--- src/rtl/pc_sequencer_if.sv ---
// Fetch-side bundle for pc_sequencer: redirect requests and fetch accept in, PC and RAS status out.
// master = decode/execute/fetch requester, slave = the sequencer.
interface pc_sequencer_if #(
  parameter int WIDTH = 8,
  parameter int DEPTH = 4
);
  localparam int DW = $clog2(DEPTH + 1);

  logic             pc_ready;
  logic             branch_en;
  logic             branch_rel;
  logic [WIDTH-1:0] branch_addr;
  logic             call_en;
  logic             ret_en;
  logic [WIDTH-1:0] pc;
  logic [DW-1:0]    ras_depth;
  logic             ras_full;
  logic             ras_empty;
  logic             ras_err;

  modport master (
    output pc_ready, branch_en, branch_rel, branch_addr, call_en, ret_en,
    input  pc, ras_depth, ras_full, ras_empty, ras_err
  );

  modport slave (
    input  pc_ready, branch_en, branch_rel, branch_addr, call_en, ret_en,
    output pc, ras_depth, ras_full, ras_empty, ras_err
  );
endinterface

--- src/rtl/pc_sequencer.sv ---
// PC sequencer with branch/call/ret and a circular return-address stack; redirects land one cycle later
// regardless of pc_ready, sequential advance only when pc_ready. PC_TRAP_EN: RAS faults jump to TRAP_VECTOR.
module pc_sequencer #(
  parameter int               WIDTH        = 8,
  parameter int               DEPTH        = 4,
  parameter logic [WIDTH-1:0] RESET_VECTOR = '0
`ifdef PC_TRAP_EN
  , parameter logic [WIDTH-1:0] TRAP_VECTOR = '1
`endif
) (
  input logic           clk,
  input logic           reset,
  pc_sequencer_if.slave bus
);
  localparam int DW = $clog2(DEPTH + 1);
  localparam int PW = $clog2(DEPTH);

  typedef logic [WIDTH-1:0] addr_t;

  addr_t                   pc_q, pc_d;
  logic [PW-1:0]           top_q, top_d;
  logic [DW-1:0]           depth_q, depth_d;
  logic                    err_q, err_d;
  logic [DEPTH-1:0][WIDTH-1:0] ras_q, ras_d;

  addr_t pc_inc;
  addr_t target;
  logic  push_en;
  logic  ras_full;
  logic  ras_empty;

  assign ras_full  = (depth_q == DW'(DEPTH));
  assign ras_empty = (depth_q == '0);

  always_comb begin
    pc_d    = pc_q;
    top_d   = top_q;
    depth_d = depth_q;
    err_d   = err_q;
    push_en = 1'b0;
    pc_inc  = pc_q + addr_t'(1);
    // A WIDTH-bit two's-complement offset added modulo 2**WIDTH equals the sign-extended sum.
    target  = bus.branch_rel ? (pc_q + bus.branch_addr) : bus.branch_addr;

    if (bus.ret_en) begin
      if (ras_empty) begin
        err_d = 1'b1;
`ifdef PC_TRAP_EN
        pc_d  = TRAP_VECTOR;
`else
        if (bus.pc_ready) pc_d = pc_inc;
`endif
      end else begin
        pc_d    = ras_q[top_q];
        top_d   = top_q - PW'(1);
        depth_d = depth_q - DW'(1);
      end
    end else if (bus.call_en) begin
      if (ras_full) begin
        err_d = 1'b1;
`ifdef PC_TRAP_EN
        pc_d  = TRAP_VECTOR;
`else
        // Overwrite the oldest entry: the circular pointer lands on it when full.
        push_en = 1'b1;
        top_d   = top_q + PW'(1);
        pc_d    = target;
`endif
      end else begin
        push_en = 1'b1;
        top_d   = top_q + PW'(1);
        depth_d = depth_q + DW'(1);
        pc_d    = target;
      end
    end else if (bus.branch_en) begin
      pc_d = target;
    end else if (bus.pc_ready) begin
      pc_d = pc_inc;
    end
  end

  always_comb begin
    ras_d = ras_q;
    if (push_en) ras_d[top_d] = pc_inc;
  end

  always_ff @(posedge clk) begin
    if (reset) begin
      pc_q    <= RESET_VECTOR;
      top_q   <= '0;
      depth_q <= '0;
      err_q   <= 1'b0;
    end else begin
      pc_q    <= pc_d;
      top_q   <= top_d;
      depth_q <= depth_d;
      err_q   <= err_d;
    end
  end

  // Stack contents are don't-care after reset, so no reset on the storage.
  always_ff @(posedge clk) begin
    ras_q <= ras_d;
  end

  assign bus.pc        = pc_q;
  assign bus.ras_depth = depth_q;
  assign bus.ras_full  = ras_full;
  assign bus.ras_empty = ras_empty;
  assign bus.ras_err   = err_q;
endmodule

--- src/flat_wrapper.sv ---
// flat-port wrapper written by rule: the top's interface ports become plain ports
module pc_sequencer_flat 
#(
  parameter int               WIDTH        = 8,
  parameter int               DEPTH        = 4,
  parameter logic [WIDTH-1:0] RESET_VECTOR = '0

)
  (clk, reset, bus_pc_ready, bus_branch_en, bus_branch_rel, bus_branch_addr, bus_call_en, bus_ret_en, bus_pc, bus_ras_depth, bus_ras_full, bus_ras_empty, bus_ras_err);
  pc_sequencer_if #(.WIDTH(WIDTH), .DEPTH(DEPTH)) bus_i ();
  input logic clk;
  input logic reset;
  input wire logic [$bits(bus_i.pc_ready)-1:0] bus_pc_ready;
  input wire logic [$bits(bus_i.branch_en)-1:0] bus_branch_en;
  input wire logic [$bits(bus_i.branch_rel)-1:0] bus_branch_rel;
  input wire logic [$bits(bus_i.branch_addr)-1:0] bus_branch_addr;
  input wire logic [$bits(bus_i.call_en)-1:0] bus_call_en;
  input wire logic [$bits(bus_i.ret_en)-1:0] bus_ret_en;
  output wire logic [$bits(bus_i.pc)-1:0] bus_pc;
  output wire logic [$bits(bus_i.ras_depth)-1:0] bus_ras_depth;
  output wire logic [$bits(bus_i.ras_full)-1:0] bus_ras_full;
  output wire logic [$bits(bus_i.ras_empty)-1:0] bus_ras_empty;
  output wire logic [$bits(bus_i.ras_err)-1:0] bus_ras_err;
  assign bus_i.pc_ready = bus_pc_ready;
  assign bus_i.branch_en = bus_branch_en;
  assign bus_i.branch_rel = bus_branch_rel;
  assign bus_i.branch_addr = bus_branch_addr;
  assign bus_i.call_en = bus_call_en;
  assign bus_i.ret_en = bus_ret_en;
  assign bus_pc = bus_i.pc;
  assign bus_ras_depth = bus_i.ras_depth;
  assign bus_ras_full = bus_i.ras_full;
  assign bus_ras_empty = bus_i.ras_empty;
  assign bus_ras_err = bus_i.ras_err;
  pc_sequencer #(.WIDTH(WIDTH), .DEPTH(DEPTH), .RESET_VECTOR(RESET_VECTOR)) u_core (.clk(clk), .reset(reset), .bus(bus_i));
endmodule
--- config.mk ---
export PLATFORM = sky130hd
export DESIGN_NAME = pc_sequencer_flat
export DESIGN_NICKNAME = d
export VERILOG_FILES = /design/src/rtl/pc_sequencer_if.sv /design/src/rtl/pc_sequencer.sv /design/src/flat_wrapper.sv
export SDC_FILE = /design/constraint.sdc
export NUM_CORES = 1
export LEC_CHECK = 0
export ABC_AREA = 1
export BUFFER_PORTS_ARGS = -buffer_cell sky130_fd_sc_hd__buf_4
export CORE_MARGIN = 5
export CORE_UTILIZATION = 38
export DETAILED_ROUTE_END_ITERATION = 10
export HOLD_SLACK_MARGIN = 0.15
export PLACE_DENSITY = 0.66
export SLEW_MARGIN = 0
export SYNTH_ARGS = -nofsm -noshare
export SYNTH_HDL_FRONTEND = slang
export SYNTH_SLANG_ARGS = --single-unit
export TNS_END_PERCENT = 10
--- constraint.sdc ---
create_clock -name clk -period 2.75 [get_ports clk]
set_input_delay 0.1375 -clock clk [delete_from_list [all_inputs] [get_ports clk]]
set_output_delay 0.1375 -clock clk [all_outputs]
set_load 0.02 [all_outputs]
==> impl_summary.txt, run 1 <==
----------------------------------------------------
[Synth]
  Most used flip-flop cell after synthesis ... sky130_fd_sc_hd__edfxtp_1
  Total nets after synthesis ... 342
  Proportion of synthesized chip area in sequential cells ... 47.2%
  Async set or reset register ratio after synthesis ... 0%
  Distinct cell type count after synthesis ... 32
  Yosys synthesis warning count ... 0
  Synthesized area per cell ... between 8 and 9 um^2
  Number of enable flip-flop cells after synthesis ... 32
  Post-synthesis cell area ... between 0.002 and 0.003 mm^2
  Number of synthesized register bits ... 46
  Post-synthesis instance total ... roughly 320

[Clocking]
  Number of buffers between clock root and the deepest sink ... 2
  H-Tree Level Count ... 2
  TritonCTS clock tree ... done
  Clock tree root buffer cell ... sky130_fd_sc_hd__clkbuf_8
  Number of clock buffers inserted by TritonCTS ... 5
  Clk_lat worst skew ... 0.30 ns
  Sink Count ... 46
  Clock-pin transition on the worst setup and hold timing paths ... around 0.090 ns

[STA]
  # setup viols final ... 0
  Slew @ Worst Pin ... about 0.7 ns
  Max-slew headroom ... around 53%
  Worst clock skew ... approximately 0.0094 ns
  Worst setup slack after layout ... 0.778 ns
  Final Hold Slack ... approximately 0.20 ns
  Portion of the clock cycle consumed by the worst path in the final layout ... between 70% and 80%
  Final min period ... approximately 2 ns
  Peak clock frequency supported by timing ... approximately 500 MHz
  Slew Limit Fails ... 0
  Final Hold Violating Endpoints ... 0
  Setup TNS ... 0 ns
  Setup repair after global routing missed its margin ... false

[Floorplan]
  Chip Width ... about 93 um
  IO Pins ... 29
  Starting density of the core ... between 30% and 40%
  Die Span Y ... approximately 93 um
  Full die area ... around 0.0087 mm^2
  Core Region ... around 0.0068 mm^2
  Std-Cell Rows ... 30

[Pwr]
  Lkg Pwr ... approximately 1.3 nW
  Power density cells ... approximately 690 mW/mm^2
  Worst supply voltage drop on vdd ... 245 uV
  Overall power after layout ... roughly 2.1 mW

[Setup path]
  Setup slack of the worst register-to-register path ... roughly 0.8 ns
  Kind of end point of the critical path ... flop
  CP Max Fanout ... 22
  Startpoint types ... flop
  R2R Path Start ... u_core.top_q[0]
  Reg-to-reg endpoint ... u_core.ras_q[13]
  Data arrival time at the worst-slack endpoint ... between 1.5 and 2 ns
  Endpoint of the most critical setup path ... u_core.ras_q[13]
  Reg2reg path depth ... 3
  Timing startpoint of the critical path ... u_core.top_q[0]
  Crit Path Class ... reg2reg
  Req. time, crit path ... 2.69 ns

[Placement]
  Placement-stage cell area ... roughly 0.0029 mm^2
  Placement Setup Slack ... 0.782 ns
  HPWL reported at the end of detailed placement ... between 4000 and 5000 um
  Gp weighted congestion ... 0.841
  Cell Count Post-Placement ... 417
  Port Buffers ... 28

[Cells and area]
  Signed area change from the synthesized netlist to the final layout ... 13.9%
  Filler Cells Inserted ... just under 700
  Most common cell after layout, fill and taps aside ... sky130_fd_sc_hd__nand2_1
  Combined flip-flop and latch cell area ... around 0.0012 mm^2
  Total area of multi-input combinational cells ... 0.00117 mm^2
  Final Core Density ... 44.3%
  N_diodes ... 0
  Final Cell Area ... roughly 0.0030 mm^2
  Number of nets at the end of the flow ... 370
  Number of standard cells in the final layout excluding fillers ... 426
  Fraction of layout instances using a drive strength above 1 ... 15.6%
  Most frequent cells in the layout ... sky130_fd_sc_hd__nand2_1, sky130_fd_sc_hd__inv_1, sky130_fd_sc_hd__edfxtp_1, sky130_fd_sc_hd__nor2_1, sky130_fd_sc_hd__buf_4

[Global route]
  Overflow after GRT ... 0
  Total global routing track utilization ... 14.5%
  Number of antenna violations at the first check in global routing ... 0
  Via count of the first global-routing pass ... just over 2,000
  Global-route wire length before repair ... ~10000 um
  Pin count of the biggest net entering global routing ... 23

[Route]
  Uppermost metal layer occupied by signal nets ... met4
  Post-route met1 wirelength ... 2920 um
  Post-DR vias/cell ... around 5.1
  DRT iter0 DRCs ... between 100 and 150
  DR pass1 iterations ... 4
  Routed length per placed instance ... between 10 and 15 um
  Post-DRT Antenna Nets ... 0
  Total DRC errors in the routed layout ... 0
  Detailed Route WL ... around 6000 um
  Length of routed met3 wiring ... 244 um
  Met2 layer wire length in the routed design ... roughly 2700 um
  Total number of vias ... about 2,200

[Job]
  Max Cap Violations ... 0

[Run status]
  Run status ... complete, no violations

[Hold path]
  Classification of the worst-slack hold path ... in2reg

----------------------------------------------------
-- logic make-up after synthesis --
kind of cell	synth area share [%]
xor gates and xnor gates	3.33
AOI/OAI and AO/OA	13.6
adders and majority gates	5.33
buffers and inverters	8.23
DFF	47.2
and+or+nand+nor	22.3
-- final cells by class --
type / count / area share (%)
Clock buffer: 5 / 2.30
Clock inverter: 3 / 0.794
Inverter: 45 / 5.64
Multi-Input combinational cell: 218 / 39.1
Sequential cell: 46 / 41.5
Tap cell: 80 / 3.34
Timing Repair Buffer: 29 / 7.35
-- flip-flops by register name, indices dropped and copies added, names as in the netlist --
signal                flops
u_core.ras_q             32
u_core.bus.pc             8
u_core.top_q              2
u_core.bus.ras_depth      3
u_core.bus.ras_err        1
-- what timing repair did --
item / in CTS / in global routing
resized for setup: 0 / 0
buffers inserted: 0 / 0
hold buffers: 1 / 0
hold endpoints to repair: 11 / 0
-- where the power goes --
part | leakage, nW | internal (mW) | total (mW) | switching, mW
Clock | 0.0408 | 0.182 | 0.425 | 0.243
Combinational | 0.848 | 0.263 | 0.703 | 0.439
Sequential | 0.410 | 0.843 | 0.942 | 0.0988
Total | 1.30 | 1.29 | 2.07 | 0.781
-- worst min-delay path by stage --
stage | startpoint | endpoint | slack (ns) | depth (start not counted)
after floorplan | reset | u_core.bus.pc[3] | 0.21 | 1
after global placement | reset | u_core.bus.pc[6] | 0.41 | 2
after detailed placement | reset | u_core.bus.pc[5] | 0.41 | 2
after CTS | bus_ret_en | u_core.bus.pc[7] | 0.19 | 4
after global routing | bus_ret_en | u_core.bus.pc[6] | 0.22 | 4
final | bus_ret_en | u_core.bus.pc[7] | 0.20 | 4
-- Yosys cell counts (6+ instances only) --
| cell | count | share of area (%) |
|---|---|---|
| sky130_fd_sc_hd__inv_2 | 6 | 0.86 |
| sky130_fd_sc_hd__ha_1 | 8 | 3.8 |
| sky130_fd_sc_hd__dfxtp_1 | 14 | 11 |
| sky130_fd_sc_hd__o21ai_1 | 10 | 1.9 |
| sky130_fd_sc_hd__nand3_1 | 17 | 3.2 |
| sky130_fd_sc_hd__o21ai_0 | 21 | 4.0 |
| sky130_fd_sc_hd__a21oi_1 | 15 | 2.9 |
| sky130_fd_sc_hd__nand2_1 | 66 | 9.4 |
| sky130_fd_sc_hd__inv_1 | 39 | 5.6 |
| sky130_fd_sc_hd__nor2_1 | 31 | 4.4 |
| sky130_fd_sc_hd__xor2_1 | 7 | 2.3 |
| sky130_fd_sc_hd__edfxtp_1 | 32 | 37 |
| sky130_fd_sc_hd__o22ai_1 | 7 | 1.7 |
-- worst max-delay path: stages (launching register included) --
cell and delay (ns):
sky130_fd_sc_hd__dfxtp_1 0.78, sky130_fd_sc_hd__xnor2_1 0.21, sky130_fd_sc_hd__nand2_1 0.10, sky130_fd_sc_hd__nor2_1 0.51
-- layer usage --
| layer | vias to the layer above | global-route usage [%] |
|---|---|---|
| met1 | 978 | 19.7 |
| met5 | - | 0 |
| met3 | 10 | 2.25 |
| met4 | 0 | 4.88 |
| li1 | 1113 | - |
| met2 | 59 | 23.6 |
No activity file was read; power rests on OpenSTA's default activity.
==> run 2: changes to the inputs <==
- PLACE_DENSITY: 0.66 -> 0.68
- clock period: 2.75 -> 1.69 ns (I/O delays scaled with it)
==> run 2 against run 1 <==
Against the previous run: critical path type unchanged; hold slack worse by 0.034 ns; clock skew fell by 0.0039 ns; largest cell class unchanged; sequential power is 55% higher; count of clock-buffer cells in the layout up 1; die area unchanged; setup slack worse by 0.70 ns; fmax increased by 23%; sequential cell count unchanged; final cell count grew 2.6%; sequential share of layout area down 1.3 points.
==> impl_summary.txt, run 2 (same netlist as run 1, synthesis figures left out) <==
----------------------------------------------------
[STA]
  Setup TNS ... 0 ns
  Final Hold Violating Endpoints ... 0
  # setup viols final ... 0
  Setup repair after global routing missed its margin ... true
  Portion of the clock cycle consumed by the worst path in the final layout ... around 95%
  Peak clock frequency supported by timing ... between 600 and 700 MHz
  Slew @ Worst Pin ... ~0.5 ns
  Max-slew headroom ... between 60% and 70%
  Slew Limit Fails ... 0
  Final min period ... 1.61 ns
  Worst clock skew ... 0.00558 ns

[Setup path]
  CP Max Fanout ... 2
  R2R Path Start ... u_core.bus.pc[0]
  Timing startpoint of the critical path ... u_core.bus.pc[0]
  Reg-to-reg endpoint ... u_core.bus.pc[4]
  Worst stage delay on the critical path ... between 0.3 and 0.4 ns
  Startpoint types ... flop
  Req. time, crit path ... 1.91 ns
  Kind of end point of the critical path ... flop
  Setup slack of the worst register-to-register path ... ~0.08 ns
  Reg2reg path depth ... 9
  Slowest stage cell, crit path ... sky130_fd_sc_hd__fa_2
  Crit Path Class ... reg2reg
  Ordered cell list for the critical path ... ha_4 > inv_2 > fa_2 > inv_2 > nand3_2 > nand3_2 > xor2_1 > o21ai_1 > a31oi_1
  Endpoint of the most critical setup path ... u_core.bus.pc[4]
  Data arrival time at the worst-slack endpoint ... roughly 1.8 ns

[Route]
  DR pass1 iterations ... 4
  Total DRC errors in the routed layout ... 0
  Detailed Route WL ... between 6000 and 7000 um
  DRT iter0 DRCs ... 100
  Total number of vias ... roughly 2,200
  Post-DRT Antenna Nets ... 0
  Post-DR vias/cell ... between 5 and 6
  Routed length per placed instance ... 14.2 um

[Cells and area]
  Final Cell Area ... just over 0.003 mm^2
  Filler Cells Inserted ... 691
  Combined flip-flop and latch cell area ... around 0.0012 mm^2
  Total area of multi-input combinational cells ... approximately 0.0012 mm^2
  Register ranked first by flip-flop count ... u_core.ras_q
  Signed area change from the synthesized netlist to the final layout ... 18.0%
  N_diodes ... 0
  Number of flip-flops under the largest register name ... 32
  Fraction of layout instances using a drive strength above 1 ... between 20% and 30%
  Most frequent cells in the layout ... sky130_fd_sc_hd__nand2_1, sky130_fd_sc_hd__buf_4, sky130_fd_sc_hd__inv_1, sky130_fd_sc_hd__edfxtp_1, sky130_fd_sc_hd__nor2_1
  Number of nets at the end of the flow ... about 380
  Most common cell after layout, fill and taps aside ... sky130_fd_sc_hd__nand2_1

[Job]
  Max Cap Violations ... 0

[Clocking]
  Clock-pin transition on the worst setup and hold timing paths ... 0.08 ns
  Sink Count ... 46
  Clk_lat worst skew ... between 0.2 and 0.3 ns
  Number of clock buffers inserted by TritonCTS ... 5
  TritonCTS clock tree ... done
  Number of buffers between clock root and the deepest sink ... 2
  Clock tree root buffer cell ... sky130_fd_sc_hd__clkbuf_8
  H-Tree Level Count ... 2

[Global route]
  Grt met1 use ... 18.4%
  GRT met3 Usage ... 2.49%
  Met2 layer usage reported by global route ... a little over a quarter
  Pin count of the biggest net entering global routing ... 18
  Via count of the first global-routing pass ... around 2,200
  Global-route wire length before repair ... a little over 10,000 um
  Overflow after GRT ... 0
  Number of antenna violations at the first check in global routing ... 0
  Total global routing track utilization ... 14.9%
  Gr busiest metal ... met2

[Pwr]
  Lkg Pwr ... 1.36 nW
  Overall power after layout ... around 3.4 mW
  Power density cells ... about 1100 mW/mm^2
  Worst supply voltage drop on vdd ... 371 uV

[Floorplan]
  Core Region ... roughly 0.0068 mm^2
  Chip Width ... a little over 90 um
  Starting density of the core ... 38.9%
  IO Pins ... 29
  Die Span Y ... about 93 um
  Full die area ... about 0.0087 mm^2
  Std-Cell Rows ... 30

[Run status]
  Run status ... complete, no violations

[Placement]
  Placement-stage cell area ... between 0.002 and 0.003 mm^2
  Gp weighted congestion ... roughly 0.88
  Port Buffers ... 28
  HPWL reported at the end of detailed placement ... 4630 um

[Hold path]
  Startpoint of the worst hold path ... bus_branch_addr[6]
  Classification of the worst-slack hold path ... in2reg

----------------------------------------------------
-- run 2: cell count changes in the layout (fill, tap and decap cells not counted), moves of 2 or more --
cell and change:
sky130_fd_sc_hd__buf_4 +10, sky130_fd_sc_hd__clkinv_2 +2, sky130_fd_sc_hd__clkinvlp_4 -2, sky130_fd_sc_hd__dfxtp_1 -2
sky130_fd_sc_hd__ha_1 -2, sky130_fd_sc_hd__inv_1 -2, sky130_fd_sc_hd__inv_2 +2, sky130_fd_sc_hd__nand3_1 -2
sky130_fd_sc_hd__nand3_2 +2
-- run 2: area by class of cell --
cell class | count | area share (%)
clock buffer | 6 | 2.34
clock inverter | 2 | 0.323
inverter | 45 | 5.45
multi-input combinational | 218 | 38.6
sequential | 46 | 40.2
tap | 80 | 3.23
timing repair buffer | 40 | 9.84
-- run 2: critical path: cells and delay by family (launching register included) --
kind                       cells  cell delay [ns]
adders and majority gates      2             0.51
DFF                            1             0.35
and+or+nand+nor                2             0.16
AOI/OAI and AO/OA              2             0.26
buffers and inverters          2             0.12
xor gates and xnor gates       1             0.14
-- run 2: worst min-delay path by stage --
stage / to / slack, ns / cells after the start
3_3_place_gp: u_core.bus.pc[7] / 0.37 / 2
6_report: u_core.bus.pc[6] / 0.17 / 5
5_1_grt: u_core.bus.pc[6] / 0.20 / 5
4_1_cts: u_core.bus.pc[6] / 0.16 / 5
2_1_floorplan: u_core.bus.pc[3] / 0.15 / 1
3_5_place_dp: u_core.bus.pc[7] / 0.37 / 2
-- run 2: report_power, final --
part / switching [mW] / internal, mW
Combinational: 0.814 / 0.497
Sequential: 0.0832 / 1.37
Clock: 0.347 / 0.287
-- run 2: what timing repair did --
action | in CTS | in global routing
gates resized for setup | 0 | 10
endpoints found under the hold margin | 11 | 0
setup endpoints to repair | 0 | 2
hold buffers | 2 | 0
setup buffers | 0 | 1
-- run 2: metrics by stage --
stage	setup WS, ns	hold slack [ns]	util, %	instances
final	0.0821	0.168	45.9	437
after global routing	-0.0449	0.197	45.9	437
after floorplan	0.0129	0.154	-	317
after detailed placement	0.0806	0.370	43.8	426
after global placement	0.106	0.366	43.8	426
after CTS	0.0516	0.157	45.4	436
-- run 2: routing by layer --
| layer | part of all wire (%) | wire length (um) | vias to the layer above |
|---|---|---|---|
| met3 | 3.7 | 229 | 6 |
| met5 | 0 | 0 | - |
| met4 | 1.3 | 78 | 0 |
| li1 | - | - | 1133 |
| met2 | 50 | 3090 | 43 |
| met1 | 45 | 2810 | 1015 |
==> run 3: changes to the inputs <==
- RECOVER_POWER: unset -> 100
==> run 3 against run 2 <==
Against the previous run: final cell count did not move; first-iteration DRC count rose by 17%; global-route usage did not move; sequential cell count did not move; largest cell class unchanged; largest power group unchanged.
==> impl_summary.txt, run 3 (same netlist as run 1, synthesis figures left out) <==
----------------------------------------------------
[Run status]
  Run status ... complete, no violations

[STA]
  Slew Limit Fails ... 0
  Final Hold Violating Endpoints ... 0
  Max-slew headroom ... between 60% and 70%
  Slew @ Worst Pin ... approximately 0.52 ns
  Setup repair after global routing missed its margin ... true
  # setup viols final ... 0
  Peak clock frequency supported by timing ... 621 MHz
  Final min period ... 1.61 ns
  Worst clock skew ... a little under 0.006 ns
  Portion of the clock cycle consumed by the worst path in the final layout ... 95.3%

[Pwr]
  Lkg Pwr ... roughly 1.3 nW
  Part of the power in registers ... a little over two fifths
  Worst supply voltage drop on vdd ... between 300 and 400 uV
  Switching share of power ... a little under two fifths
  Relative contribution of combinational cells to total power ... a little under two fifths
  Int Pwr ... 2.11 mW
  Clock power frac ... roughly a fifth
  Power density cells ... 1100 mW/mm^2
  Switching power summed over all nets ... 1.24 mW

[Placement]
  Port Buffers ... 28
  HPWL reported at the end of detailed placement ... roughly 4600 um
  Placement-stage cell area ... ~0.0030 mm^2
  Gp weighted congestion ... 0.878

[Route]
  DR pass1 iterations ... 4
  Post-DR vias/cell ... ~5.1
  Total number of vias ... 2,210
  DRT iter0 DRCs ... 117
  Post-DRT Antenna Nets ... 0
  Total DRC errors in the routed layout ... 0
  Detailed Route WL ... between 6000 and 7000 um
  Routed length per placed instance ... around 14 um

[Setup path]
  Setup slack of the worst register-to-register path ... between 0.07 and 0.08 ns
  Endpoint of the most critical setup path ... u_core.bus.pc[4]
  Ordered cell list for the critical path ... ha_4 > inv_2 > fa_2 > inv_2 > nand3_2 > nand3_2 > xor2_1 > o21ai_1 > a31oi_1
  Timing startpoint of the critical path ... u_core.bus.pc[0]
  Reg2reg path depth ... 9
  Reg-to-reg endpoint ... u_core.bus.pc[4]
  Startpoint types ... flop
  Req. time, crit path ... about 1.9 ns
  Kind of end point of the critical path ... flop
  R2R Path Start ... u_core.bus.pc[0]
  Data arrival time at the worst-slack endpoint ... between 1.5 and 2 ns
  Slowest stage cell, crit path ... sky130_fd_sc_hd__fa_2
  Worst stage delay on the critical path ... 0.37 ns
  CP Max Fanout ... 2
  Crit Path Class ... reg2reg

[Global route]
  Pin count of the biggest net entering global routing ... 18
  Global-route wire length before repair ... between 10,000 and 15,000 um
  Overflow after GRT ... 0
  Number of antenna violations at the first check in global routing ... 0
  Via count of the first global-routing pass ... between 2,000 and 2,500
  Total global routing track utilization ... between 10% and 20%

[Floorplan]
  Std-Cell Rows ... 30
  Full die area ... approximately 0.0087 mm^2
  Starting density of the core ... 38.9%
  Chip Width ... 93.2 um
  Die Span Y ... approximately 93 um
  IO Pins ... 29
  Core Region ... slightly below 0.007 mm^2

[Clocking]
  Sink Count ... 46
  Clock-pin transition on the worst setup and hold timing paths ... 0.08 ns
  TritonCTS clock tree ... done
  Number of buffers between clock root and the deepest sink ... 2
  H-Tree Level Count ... 2
  Clk_lat worst skew ... 0.30 ns
  Number of clock buffers inserted by TritonCTS ... 5
  Clock tree root buffer cell ... sky130_fd_sc_hd__clkbuf_8

[Hold path]
  Startpoint of the worst hold path ... bus_branch_addr[6]
  Cell depth of the worst hold path ... 5
  Classification of the worst-slack hold path ... in2reg

[Cells and area]
  Final Core Density ... a little under half
  Signed area change from the synthesized netlist to the final layout ... 16.3%
  Most common cell after layout, fill and taps aside ... sky130_fd_sc_hd__nand2_1
  N_diodes ... 0
  Number of flip-flops under the largest register name ... 32
  Final Cell Area ... 0.00306 mm^2
  Number of nets at the end of the flow ... 381
  Register ranked first by flip-flop count ... u_core.ras_q
  Most frequent cells in the layout ... sky130_fd_sc_hd__nand2_1, sky130_fd_sc_hd__inv_1, sky130_fd_sc_hd__nor2_1, sky130_fd_sc_hd__edfxtp_1, sky130_fd_sc_hd__buf_4
  Fraction of layout instances using a drive strength above 1 ... ~17%

[Job]
  Max Cap Violations ... 0

----------------------------------------------------
==> run 3: changes by cell type in the layout (fill, tap and decap cells not counted), moves of 2 or more <==
cell	delta
sky130_fd_sc_hd__buf_4	-12
sky130_fd_sc_hd__clkbuf_1	+10
sky130_fd_sc_hd__inv_1	+2
sky130_fd_sc_hd__inv_2	-2
sky130_fd_sc_hd__o21ai_0	+5
sky130_fd_sc_hd__o21ai_1	-5
==> run 3: cell type report <==
class / count / area, um^2
Multi-Input combinational cell: 218 / 1200
Clock inverter: 2 / 10.0
Fill cell: 695 / 3700
Clock buffer: 6 / 72.6
Timing Repair Buffer: 40 / 263
Sequential cell: 46 / 1250
Tap cell: 80 / 100
Inverter: 45 / 169
==> run 3: how the worst min path moves through the flow <==
stage	endpoint	slack, ns
final	u_core.bus.pc[6]	0.17
after global routing	u_core.bus.pc[6]	0.20
after CTS	u_core.bus.pc[6]	0.16
after detailed placement	u_core.bus.pc[7]	0.37
after global placement	u_core.bus.pc[7]	0.37
after floorplan	u_core.bus.pc[3]	0.15
==> run 3: what timing repair did <==
item                       4_1_cts  5_1_grt
resized for setup                0       10
setup buffers                    0        1
hold buffers                     2        0
setup endpoints to repair        0        2
hold endpoints to repair        11        0
==> run 3: stage by stage <==
stage / hold WS [ns] / setup WS, ns / power (mW) / std cells / setup TNS, ns
after detailed placement: 0.370 / 0.0806 / 2.76 / 426 / 0
after floorplan: 0.154 / 0.0129 / 2.34 / 317 / 0
after global placement: 0.366 / 0.106 / 2.73 / 426 / 0
after CTS: 0.157 / 0.0516 / 3.41 / 436 / 0
final: 0.165 / 0.0788 / 3.35 / 437 / 0
after global routing: 0.197 / -0.0449 / 3.60 / 437 / -0.0504
==> run 3: layer usage <==
layer | share of wire (%) | GRT usage [%]
met5 | 0 | 0
met4 | 1.3 | 4.03
met3 | 3.5 | 2.49
met2 | 50 | 26.8
met1 | 46 | 18.4
==> run 3: power by group through the flow <==
stage / sequential, mW / clock, mW / combinational (mW)
2_1_floorplan: 1.55 / 0 / 0.784
3_3_place_gp: 1.47 / 0 / 1.26
3_5_place_dp: 1.48 / 0 / 1.28
4_1_cts: 1.45 / 0.666 / 1.29
5_1_grt: 1.47 / 0.702 / 1.43
6_report: 1.45 / 0.638 / 1.26
==> run 3: critical path: cells and delay by family (launching register included) <==
kind                       cells  cell delay, ns
adders and majority gates      2            0.51
DFF                            1            0.35
xor gates and xnor gates       1            0.14
AOI/OAI and AO/OA              2            0.26
buffers and inverters          2            0.12
and+or+nand+nor                2            0.16
